File: src/rtl/score_sequencer_pkg.sv
// Shared widths, state encoding, ROM entry helpers and the song table
// used by the score sequencer and its ROM.
package score_sequencer_pkg;

  localparam int NOTE_W  = 10;
  localparam int IDX_W   = 8;
  localparam int DUR_W   = 4;
  localparam int ENTRY_W = DUR_W + NOTE_W;

  localparam int TICK_DIV_DEFAULT  = 25_000_000;
  localparam int GAP_TICKS_DEFAULT = 2_500_000;

  localparam logic [NOTE_W-1:0] REST    = '0;
  localparam logic [DUR_W-1:0]  END_DUR = '0;

  typedef enum logic [2:0] {
    IDLE,
    FETCH,
    PLAY,
    GAP,
    DONE
  } seq_state_t;

  function automatic logic [NOTE_W-1:0] entry_note(input logic [ENTRY_W-1:0] entry);
    return entry[NOTE_W-1:0];
  endfunction

  function automatic logic [DUR_W-1:0] entry_dur(input logic [ENTRY_W-1:0] entry);
    return entry[ENTRY_W-1:NOTE_W];
  endfunction

  function automatic logic [ENTRY_W-1:0] make_entry(input logic [DUR_W-1:0]  dur,
                                                   input logic [NOTE_W-1:0] note);
    return {dur, note};
  endfunction

  // Song file contents; any index past the listed entries reads as an end marker.
  function automatic logic [ENTRY_W-1:0] song_entry(input logic [IDX_W-1:0] idx);
    logic [ENTRY_W-1:0] entry;
    case (idx)
      8'd0:    entry = make_entry(4'd2, 10'h021);
      8'd1:    entry = make_entry(4'd1, REST);
      8'd2:    entry = make_entry(4'd3, 10'h105);
      default: entry = make_entry(END_DUR, REST);
    endcase
    return entry;
  endfunction

endpackage

File: src/rtl/score_sequencer_rom.sv
// Synchronous song ROM: the entry at i_addr appears on o_data one clock later.
module score_rom
  import score_sequencer_pkg::*;
(
  input  logic               clk,
  input  logic               rst,
  input  logic [IDX_W-1:0]   i_addr,
  output logic [ENTRY_W-1:0] o_data
);

  logic [ENTRY_W-1:0] r_data;

  always_ff @(posedge clk or negedge rst) begin
    if (!rst) begin
      r_data <= '0;
    end else begin
      r_data <= song_entry(i_addr);
    end
  end

  assign o_data = r_data;

endmodule

File: src/rtl/score_sequencer.sv
// Score reader: presents the study-mode note at the requested index, or walks
// the song in auto-play with per-note duration timing and inter-note gaps.
module score_sequencer
  import score_sequencer_pkg::*;
#(
  parameter int TICK_DIV  = TICK_DIV_DEFAULT,
  parameter int GAP_TICKS = GAP_TICKS_DEFAULT
)(
  input  logic              clk,
  input  logic              rst,
  input  logic              i_mode,
  input  logic              i_start,
  input  logic              i_pause,
  input  logic [IDX_W-1:0]  i_study_index,
  output logic [NOTE_W-1:0] o_note_out,
  output logic              o_note_valid,
  output logic [IDX_W-1:0]  o_cur_index,
  output logic              o_beat_pulse,
  output logic              o_song_end
);

  localparam logic [31:0]      TICK_LEN = 32'(TICK_DIV);
  localparam logic [31:0]      GAP_LOAD = 32'(GAP_TICKS) - 32'd1;
  localparam logic [IDX_W-1:0] LAST_IDX = '1;

  seq_state_t        r_state;
  logic [31:0]       r_timer;
  logic [IDX_W-1:0]  r_cur_index;
  logic [IDX_W-1:0]  r_addr_d;
  logic [NOTE_W-1:0] r_note_out;
  logic              r_note_valid;
  logic              r_beat_pulse;
  logic              r_song_end;

  logic [IDX_W-1:0]   w_rom_addr;
  logic [ENTRY_W-1:0] w_rom_data;
  logic [NOTE_W-1:0]  w_rom_note;
  logic [DUR_W-1:0]   w_rom_dur;
  logic               w_rom_end;
  logic               w_timer_zero;
  logic               w_gap_end;
  logic [31:0]        w_play_load;

  assign w_rom_note   = entry_note(w_rom_data);
  assign w_rom_dur    = entry_dur(w_rom_data);
  assign w_rom_end    = (w_rom_dur == END_DUR);
  assign w_timer_zero = (r_timer == 32'd0);
  assign w_gap_end    = (r_state == GAP) && w_timer_zero && !i_pause;
  assign w_play_load  = 32'(w_rom_dur) * TICK_LEN - 32'd1;

  // The auto-play address already points at the next entry on the edge that
  // enters FETCH, so the ROM data is ready during the single FETCH cycle.
  always_comb begin
    w_rom_addr = r_cur_index;
    if (!i_mode) begin
      w_rom_addr = i_study_index;
    end else if (i_start) begin
      w_rom_addr = '0;
    end else if (w_gap_end) begin
      w_rom_addr = r_cur_index + IDX_W'(1);
    end
  end

  score_rom u_rom (
    .clk    (clk),
    .rst    (rst),
    .i_addr (w_rom_addr),
    .o_data (w_rom_data)
  );

  // Tracks which index the ROM data currently belongs to.
  always_ff @(posedge clk or negedge rst) begin
    if (!rst) begin
      r_addr_d <= '0;
    end else begin
      r_addr_d <= w_rom_addr;
    end
  end

  always_ff @(posedge clk or negedge rst) begin
    if (!rst) begin
      r_state      <= IDLE;
      r_timer      <= '0;
      r_cur_index  <= '0;
      r_note_out   <= '0;
      r_note_valid <= 1'b0;
      r_beat_pulse <= 1'b0;
      r_song_end   <= 1'b0;
    end else begin
      r_beat_pulse <= 1'b0;
      if (!i_mode) begin
        r_state      <= IDLE;
        r_timer      <= '0;
        r_cur_index  <= r_addr_d;
        r_note_out   <= w_rom_end ? REST : w_rom_note;
        r_note_valid <= !w_rom_end;
        r_song_end   <= w_rom_end;
      end else if (i_start) begin
        r_state      <= FETCH;
        r_timer      <= '0;
        r_cur_index  <= '0;
        r_note_out   <= REST;
        r_note_valid <= 1'b0;
        r_song_end   <= 1'b0;
      end else begin
        case (r_state)
          IDLE: begin
            r_timer      <= '0;
            r_cur_index  <= '0;
            r_note_out   <= REST;
            r_note_valid <= 1'b0;
            r_song_end   <= 1'b0;
          end
          FETCH: begin
            if (!i_pause) begin
              if (w_rom_end) begin
                r_state      <= DONE;
                r_note_out   <= REST;
                r_note_valid <= 1'b0;
                r_song_end   <= 1'b1;
              end else begin
                r_state      <= PLAY;
                r_timer      <= w_play_load;
                r_note_out   <= w_rom_note;
                r_note_valid <= 1'b1;
                r_beat_pulse <= 1'b1;
              end
            end
          end
          PLAY: begin
            if (!i_pause) begin
              if (w_timer_zero) begin
                r_state    <= GAP;
                r_timer    <= GAP_LOAD;
                r_note_out <= REST;
              end else begin
                r_timer <= r_timer - 32'd1;
              end
            end
          end
          GAP: begin
            if (!i_pause) begin
              if (!w_timer_zero) begin
                r_timer <= r_timer - 32'd1;
              end else if (r_cur_index == LAST_IDX) begin
                // Running off the top of the index space ends the song rather than wrapping.
                r_state      <= DONE;
                r_note_valid <= 1'b0;
                r_song_end   <= 1'b1;
              end else begin
                r_state     <= FETCH;
                r_cur_index <= r_cur_index + IDX_W'(1);
              end
            end
          end
          DONE: begin
            r_note_out   <= REST;
            r_note_valid <= 1'b0;
            r_song_end   <= 1'b1;
          end
          default: begin
            r_state <= IDLE;
          end
        endcase
      end
    end
  end

  assign o_note_out   = r_note_out;
  assign o_note_valid = r_note_valid;
  assign o_cur_index  = r_cur_index;
  assign o_beat_pulse = r_beat_pulse;
  assign o_song_end   = r_song_end;

endmodule

File: config.mk
export PLATFORM = sky130hd
export DESIGN_NAME = score_sequencer
export DESIGN_NICKNAME = d
export VERILOG_FILES = /design/src/rtl/score_sequencer_pkg.sv /design/src/rtl/score_sequencer_rom.sv /design/src/rtl/score_sequencer.sv
export SDC_FILE = /design/constraint.sdc
export NUM_CORES = 1
export LEC_CHECK = 0
export ABC_AREA = 1
export BUFFER_PORTS_ARGS = -buffer_cell sky130_fd_sc_hd__buf_2
export CORE_ASPECT_RATIO = 2
export CORE_MARGIN = 5
export CORE_UTILIZATION = 48
export DETAILED_ROUTE_END_ITERATION = 7
export GPL_TIMING_DRIVEN = 0
export PLACE_DENSITY = 0.64
export SETUP_SLACK_MARGIN = 0.4
export SYNTH_ARGS = -nofsm -noshare
export SYNTH_HDL_FRONTEND = slang
export SYNTH_SLANG_ARGS = --single-unit
File: constraint.sdc
create_clock -name clk -period 4 [get_ports clk]
set_clock_uncertainty 0.2 [all_clocks]
set_input_delay 0.4 -clock clk [delete_from_list [all_inputs] [get_ports clk]]
set_output_delay 0.4 -clock clk [all_outputs]
set_load 0.01 [all_outputs]
; Yosys cells after proc, flatten, opt, wreduce, memory -nomap -nowiden
; Index checks and enable logic that the tools add are counted.
[classes]
multipliers = 1
bitwise_logic = 0
add_sub_neg = 3
shifts = 0
n_lt_le_gt_ge = 0
reduce_logical = 15
muxes = 56
n_eq_ne = 23
n_div = 0
[ops]
columns = cell, n
row1 = 32-bit 2-to-1 mux, 8
row2 = 32-bit one-hot mux with 4 select lines, 1
row3 = 8-bit 2-to-1 mux, 8
row4 = 10-bit 2-to-1 mux, 6
row5 = 4-bit != test (second input constant), 9
row6 = 12-bit one-hot mux with 3 select lines, 1
row7 = 32-bit zero test, 1
row8 = 32-bit by 1-bit subtractor with 32-bit output (second input constant), 1
row9 = 10-bit one-hot mux with 3 select lines, 1
row10 = 29-bit by 1-bit subtractor with 30-bit output (second input constant), 1
row11 = 3-bit 2-to-1 mux, 9
row12 = 2-bit by 19-bit multiplier with 21-bit output (second input constant), 1
row13 = 1-bit 2-to-1 mux, 18
row14 = 6-bit AND reduction, 3
row15 = 8-bit one-hot mux with 2 select lines, 1
row16 = 6-bit by 1-bit != test with 1-bit output (second input constant), 2
row17 = 3-bit one-hot mux with 4 select lines, 1
row18 = 5-bit by 2-bit != test with 1-bit output (second input constant), 2
row19 = 8-bit by 1-bit adder with 8-bit output (second input constant), 1
row20 = 8-bit by 1-bit equality test with 1-bit output (second input constant), 1
row21 = 8-bit by 2-bit equality test with 1-bit output (second input constant), 1
row22 = 8-bit equality test (second input constant), 1
row23 = 8-bit zero test, 1
row24 = 4-bit AND reduction, 2
row25 = 14 further kinds, 17
[totals]
ramBits = 0
rom_bits = 0
latchBits = 0
memories = 0
ff_bits = 76
output_inout_bits = 21

; Depth between registers and ports, before layout
; Gate-level depths: netlist (run 1).
[depth]
depth_word = 8
ltp_mapped = 15
depth_no_buf = 15

; By module
; Synthesis (run 1) repeated with hierarchy kept, for this count alone.
[hier_totals]
hier_cells = 917
hier_area_um2 = 5943.2
[modules_own_cells]
columns = module, n_inst, cells_per_inst, area_per_inst_um2
row1 = score_sequencer, 1, 890, 5710.5
row2 = score_rom, 1, 27, 232.7

; Worst setup path before layout (run 1)
; OpenSTA, ideal clock, no wires.
[synth_path]
kind = register -> register
startpoint = register r_timer[0]
endpoint = register r_song_end (netlist: o_song_end)
required_time_ns = 3.671
arrival_time_ns = 1.750
period_less_slack_ns = 2.079
stages_incl_launch_ff = 13
slack_ns = 1.921
n_path_buf = 1
cell_sequence = dfrtp_1 -> inv_1 -> ha_1 -> nand2_4 -> nor2_8 -> nand2_4 -> nor2_4 -> buf_6 -> nor2_1 -> nor2_2 -> o211ai_1 -> o21ai_0 -> o31ai_1
[synth_via]
elab_chain_cells = 3
[synth_lines]
columns = element, line_no
row1 = start: declaration, score_sequencer.sv:27  ; logic [31:0] r_timer;
row2 = start signal: assignment, score_sequencer.sv:123  ; r_timer <= w_play_load;
row3 = start signal: assignment, score_sequencer.sv:137  ; r_timer <= r_timer - 32'd1;
row4 = start signal: assignment, score_sequencer.sv:144  ; r_timer <= r_timer - 32'd1;
row5 = 32-bit zero test, score_sequencer.sv:47  ; assign w_timer_zero = (r_timer == 32'd0);
row6 = 4-bit != test (no line), n/a
row7 = 6-bit AND reduction (no line), n/a
row8 = end signal: assignment, score_sequencer.sv:97  ; r_song_end <= w_rom_end;
row9 = end: declaration, score_sequencer.sv:33  ; logic r_song_end;
; No other way between the ends.
; A chain may end at the register's enable or synchronous reset.

; Worst setup path after layout (run 1)
[layout_path]
startpoint = register u_rom.r_data[10] (netlist: u_rom.o_data[10])
endpoint = register r_timer[3]
[layout_via]
elab_chain_cells = 3
[layout_lines]
columns = element, line_no
row1 = start: declaration, score_sequencer_rom.sv:11  ; logic [ENTRY_W-1:0] r_data;
row2 = start signal: assignment, score_sequencer_rom.sv:17  ; r_data <= song_entry(i_addr);
row3 = 4-bit zero test, score_sequencer.sv:46  ; assign w_rom_end = (w_rom_dur == END_DUR);
row4 = 4-bit != test (no line), n/a
row5 = 6-bit AND reduction (no line), n/a
; No other way between the ends.

==> results of run 1 <==
## kinds of logic after synthesis
group | Yosys count
adders and majority gates | 8
DFF | 61
AOI/OAI and AO/OA | 101
buffers and inverters | 84
other | 1
xor gates and xnor gates | 23
and+or+nand+nor | 295
## cell usage after synthesis, drive strengths merged, types with 4 or more instances
master  number
nand2      148
nor2        81
inv         62
dfrtp       61
o21ai       45
nand3       33
a21oi       25
xor2        21
nand4       18
o22ai       18
buf         17
ha           8
nor3         8
clkbuf       5
a31oi        4
nor4         4
o31ai        4
## stage by stage
stage	setup slack, ns	area, µm²	total power, W	cells
finish	1.432	4818	0.001839	722
global route	1.275	4818	0.001912	722
CTS	1.422	4818	0.001849	722
detailed placement	1.422	4493	0.001009	705
global placement	1.469	4491	0.001003	705
floorplan	1.921	4230	0.0009046	578
## final cells by class
type / instances / area share
inverter: 62 / 0.04830
sequential: 61 / 0.3168
timing repair buffer: 28 / 0.03064
buffer: 22 / 0.03012
multi-input combinational: 433 / 0.4827
tap: 100 / 0.02597
clock inverter: 7 / 0.01870
clock buffer: 9 / 0.04674
## layer usage
metal / part of all wire / vias to the layer above / wire (µm)
met5: 0 / - / 0
met2: 0.55 / 112 / 7154
met4: 0.081 / 0 / 1044
met1: 0.33 / 1886 / 4270
met3: 0.037 / 53 / 481
li1: - / 1958 / -
## flip-flops by register name (all words and copies together), names as in the netlist
name and count:
o_beat_pulse 1, u_rom.o_data 4, o_note_valid 1, o_song_end 1
o_note_out 3, r_timer 32, o_cur_index 8, r_addr_d 8
r_state 3
## power groups by stage
stage,registers (W),clock network [W],logic (W)
after floorplan,0.000664,0,0.000241
after global placement,0.000664,0,0.000339
after detailed placement,0.000665,0,0.000344
after CTS,0.000655,0.000847,0.000347
after global routing,0.000657,0.000870,0.000385
final,0.000655,0.000835,0.000348
## critical path, stage by stage, from the launching register on
cell and delay [ns]:
dfrtp_1 0.40, inv_1 0.21, ha_1 0.19, clkbuf_1 0.29
nand2_2 0.23, inv_2 0.15, nor2_1 0.05, nand2_1 0.07
nand2_1 0.04, nand2_1 0.09, inv_2 0.08, nand2_4 0.10
buf_4 0.20, o22ai_1 0.11
## placed cells by master, fill, tap and decap left out, types with 3 or more instances in the layout
master,instances
a21oi_1,25
a31oi_1,4
buf_2,31
buf_4,12
clkbuf_1,3
clkbuf_16,9
clkinv_2,3
conb_1,6
dfrtp_1,61
ha_1,8
inv_1,52
inv_2,10
nand2_1,136
nand2_2,9
nand2_4,3
nand3_1,29
nand3_2,3
nand4_1,18
nor2_1,56
nor2_2,15
nor2_4,8
nor3_1,7
nor4_1,4
o21ai_0,26
o21ai_1,18
o22ai_1,18
o31ai_1,4
xor2_1,21
## path summary, 6_finish.rpt
check	endpoint	slack [ns]
max in group asynchronous	r_timer[29]	2.56
worst max-delay path	r_timer[3]	1.43
min in group asynchronous	r_timer[14]	0.48
worst min register to register	o_note_out[0]	0.28
worst min-delay path	r_addr_d[6]	0.10
worst max register to register	r_timer[3]	1.43
==> results.py, run 1 <==
metrics = {
    "synth": {
        "ys.flop_type": "dfrtp_1",
        "synth_xor_area_frac": 0.04783,
        "yosysUniqueCellTypes": 39,
        "ys_top_cells_by_area": "dfrtp_1, nand2_1, nor2_1",
        "synth_compound_area_frac": 0.1346,
        "synth_area_per_cell_um2": 7.350,
        "synth.top_cell.area_share": 0.3624,
        "synth_edf_count": 0,
        "async_flop_share": 1.000,
        "synthAdderAreaFrac": 0.02377,
        "synth_top_family_by_area": "simple AND/OR/NAND/NOR gates",
        "synthSimpleGateAreaFrac": 0.3408,
        "synth_seq_area_share": 0.3624,
        "synth_mux_area_frac": 0,
        "yosysWarnings": 0,
        "syn_area_um2": 4212,
        "syn-instance-count": 573,
        "yosys.area.top_type": "dfrtp_1",
        "ys_ff_latch": 61,
    },
    "cts": {
        "clk_latency_ns": 0.34,
        "cts_tree": "done",
        "cts_buffer_depth": 2,
        "cts-buffers-inserted": 9,
        "htreeDepth": 3,
        "post_cts_buffers": 0,
        "cts_num_sinks": 61,
        "root_buffer": "clkbuf_16",
        "cts.clk_slew.worst_paths_ns": 0.05,
        "postCtsResizedCells": 0,
        "hold_buffers": 1,
    },
    "layout": {
        "nNetsFinal": 638,
        "drive_gt1_frac": 0.1897,
        "multi_input_area_um2": 2326,
        "syn_to_final_growth_pct": 14.41,
        "regArea_um2": 1526,
        "utilization": 0.5610,
        "diodes": 0,
        "fill_cells": 848,
    },
    "timing": {
        "fin_crit_sh": 0.6419,
        "rsz0062_at_grt": "no",
        "hold_viol_final": 0,
        "hold_slack_ns": 0.1008,
        "finalSetupTns_ns": 0,
        "finalCriticalPeriod_ns": 2.568,
        "relSlewSlack": 0.4606,
        "worstMarginPinSlew_ns": 0.8092,
        "maxSlewViolCount": 0,
        "setup_viol": 0,
        "max_freq_mhz": 389.4,
    },
    "setup_path": {
        "crit-reg2reg-launch": "u_rom.o_data[10]",
        "cp_data_required_time_ns": 4.01,
        "startpoint_type": "flip-flop",
        "cp_data_arrival_time_ns": 2.57,
        "crit_path_max_fanout": 10,
        "end_kind": "flip-flop",
        "startpoint": "u_rom.o_data[10]",
        "r2r_cells": 13,
        "criticalPathCategory": "reg2reg",
    },
    "floorplan": {
        "die_area_um2": 10860,
        "row_count": 48,
        "start_util": 0.4904,
        "die_w_um": 76.24,
        "ioPinCount": 34,
        "die_y_um": 142.5,
        "coreArea_um2": 8588,
    },
    "route": {
        "drtPass1Iterations": 5,
        "drcViolationCount": 0,
        "drt-initial-drc-count": 206,
        "ant_nets": 0,
        "routed_wl_mm": 12.95,
        "vias": 4009,
        "wl_per_cell_um": 17.94,
        "avgViaCountPerCell": 5.553,
    },
    "min_path": {
        "worstHoldPathType": "in2reg",
        "hp-start": "i_study_index[6]",
        "hold_depth": 3,
    },
    "placement": {
        "dpl.hpwl_mm": 10.01,
        "gp_congestion": 0.9502,
        "io_buffer_count": 27,
    },
    "global_routing": {
        "grt_max_degree": 62,
        "grt_util_met2": 0.4828,
        "grt_pass1_vias": 4233,
        "grt_pass1_wl_mm": 21.04,
        "grt_use_met1": 0.2221,
        "antenna_found_initial": 0,
        "grt_use_total": 0.2489,
        "grtUsageMet3": 0.04246,
        "gr-total-overflow": 0,
        "gr-max-usage-layer": "met2",
    },
    "power_and_ir_drop": {
        "leakage_nw": 2.467,
        "share_comb_of_total_power": 0.189,
        "p_int_w": 0.001293,
        "max-vdd-ir-drop_uv": 266.8,
        "p_sw_frac": 0.2966,
        "power.share.clock": 0.454,
        "pwr-share-seq": 0.356,
        "switchingPower_w": 0.0005453,
        "power_density_nw_per_um2": 381.6,
    },
    "status": {
        "outcome": "complete, no violations",
    },
    "flow_run": {
        "max_cap_violations": 0,
    },
}
(Power assumes the default switching activity.)
==> run 2, diff against run 1 <==
Clock period 4 ns to 2.6 ns, I/O delays scaled along.
==> results.py, run 2 (same netlist as run 1, synthesis figures left out) <==
metrics = {
    "status": {
        "outcome": "complete, no violations",
    },
    "timing": {
        "finalCriticalPeriod_ns": 2.216,
        "worstMarginPinSlew_ns": 0.8223,
        "rsz0062_at_grt": "yes",
        "hold_viol_final": 0,
        "max_freq_mhz": 451.2,
        "fin_crit_sh": 0.8524,
        "maxSlewViolCount": 0,
        "relSlewSlack": 0.4518,
        "setup_viol": 0,
        "finalSetupTns_ns": 0,
    },
    "cts": {
        "cts-buffers-inserted": 9,
        "root_buffer": "clkbuf_16",
        "htreeDepth": 3,
        "clk_latency_ns": 0.34,
        "cts_buffer_depth": 2,
        "cts.clk_slew.worst_paths_ns": 0.06,
        "cts_tree": "done",
        "cts_num_sinks": 61,
    },
    "power_and_ir_drop": {
        "leakage_nw": 2.822,
        "power_density_nw_per_um2": 529.9,
        "max-vdd-ir-drop_uv": 459.4,
    },
    "global_routing": {
        "grt_max_degree": 62,
        "grt_pass1_wl_mm": 21.62,
        "gr-total-overflow": 0,
        "grt_pass1_vias": 4370,
        "antenna_found_initial": 0,
        "grt_use_total": 0.2563,
    },
    "layout": {
        "regArea_um2": 1540,
        "fill_cells": 737,
        "layout_common_cells": "nand2_1, buf_4, dfrtp_1",
        "diodes": 0,
        "regMostFlops": "r_timer",
        "largest_reg_flops": 32,
        "nNetsFinal": 697,
        "multi_input_area_um2": 2609,
        "drive_gt1_frac": 0.3319,
        "layout_commonest_cell": "nand2_1",
        "syn_to_final_growth_pct": 34.11,
        "utilization": 0.6576,
    },
    "setup_path": {
        "slowest_stage": "dfrtp_1",
        "crit_chain": "nor2_4 -> nand2_1 -> nor2_4 -> nand2_2 -> nor2_4 -> buf_6 -> buf_6 -> a21oi_4 -> nor2_4 -> buf_6 -> nand2_1 -> o21ai_2",
        "cp_data_required_time_ns": 2.66,
        "startpoint_type": "flip-flop",
        "crit_path_max_fanout": 7,
        "criticalPathCategory": "reg2reg",
        "slowest_delay_ns": 0.46,
        "crit_buf_inv": 3,
        "cp_data_arrival_time_ns": 2.27,
        "end_kind": "flip-flop",
        "crit_top_cell": "nor2_4",
        "crit_family": "simple AND/OR/NAND/NOR gates",
        "ff2ff_setup_slack_ns": 0.38,
    },
    "route": {
        "drt-met1-wl_mm": 4.697,
        "vias": 4374,
        "routed_wl_mm": 14.37,
        "drcViolationCount": 0,
        "drt-initial-drc-count": 322,
        "top_layer": "met4",
        "ant_nets": 0,
        "wl_met2_mm": 7.959,
        "drtPass1Iterations": 4,
        "avgViaCountPerCell": 5.601,
        "wl_met3_um": 498,
        "wl_per_cell_um": 18.40,
    },
    "floorplan": {
        "die_area_um2": 10860,
        "row_count": 48,
        "die_w_um": 76.24,
        "start_util": 0.4904,
        "die_y_um": 142.5,
        "coreArea_um2": 8588,
        "ioPinCount": 34,
    },
    "placement": {
        "io_buffer_count": 27,
        "gp_congestion": 0.9502,
        "dpl.hpwl_mm": 10.01,
    },
    "flow_run": {
        "max_cap_violations": 0,
    },
    "min_path": {
        "worstHoldPathType": "in2reg",
    },
}
## run 2: cell count changes in the layout (fill, tap and decap cells not counted), moves of 8 or more
cell	change
nor2_4	+18
nand2_1	-9
dlygate4sd3_1	+9
dfrtp_1	-11
dfrtp_2	+11
buf_4	+45
nand2_2	+8
nor2_1	-17
## run 2: timing repair
action,in CTS,in global routing
setup endpoints to repair,51,49
buffers inserted,10,37
hold buffers,10,0
gates resized for setup,34,70
pin swaps,9,33
endpoints found under the hold margin,70,0
cloned,0,3
## run 2: final cells by class
type,instances,area share
repair buffers,87,0.1143
well taps,100,0.02215
clock buffers,9,0.03988
inverters,62,0.04253
clock inverters,7,0.01595
flip-flops and latches,61,0.2727
multi-input cells,433,0.4619
plain buffers,22,0.03057
## run 2: stage by stage
stage | cells | cell area, µm² | total power [W] | hold slack (ns) | setup slack, ns
CTS | 741 | 5085 | 0.002886 | 0.03471 | 0.3936
floorplan | 578 | 4230 | 0.001392 | -0.2356 | 0.5208
finish | 781 | 5648 | 0.002993 | 0.04771 | 0.3837
global route | 781 | 5648 | 0.003120 | 0.05098 | 0.2855
global placement | 705 | 4491 | 0.001544 | 0.2700 | 0.06873
detailed placement | 705 | 4493 | 0.001553 | 0.2062 | 0.02168
## run 2: final timing paths
path | from | to | depth (start not counted)
worst max register to register | r_timer[22] | o_cur_index[7] | 12
worst min-delay path | i_mode | r_state[0] | 3
max in group asynchronous | rst | r_timer[29] | 2
worst min register to register | o_note_out[0] | o_note_out[0] | 2
min in group asynchronous | rst | r_timer[11] | 2
worst max-delay path | r_timer[22] | o_cur_index[7] | 12
## run 2: report_power, final
part           internal, W  leakage [nW]  total [W]  switching [W]
combinational     0.000282          1.86   0.000707       0.000425
sequential        0.000980         0.814    0.00101      0.0000270
clock             0.000832         0.151    0.00128       0.000446
## run 2: routing by layer
layer | global-route usage | vias up
li1 | - | 2082
met1 | 0.2309 | 2085
met2 | 0.5000 | 140
met3 | 0.04373 | 67
met4 | 0.1788 | 0
met5 | 0 | -
## run 2: worst min-delay path, stage by stage
cell	delay (ns)
buf_2	0.13
o31ai_1	0.08
o31ai_1	0.06
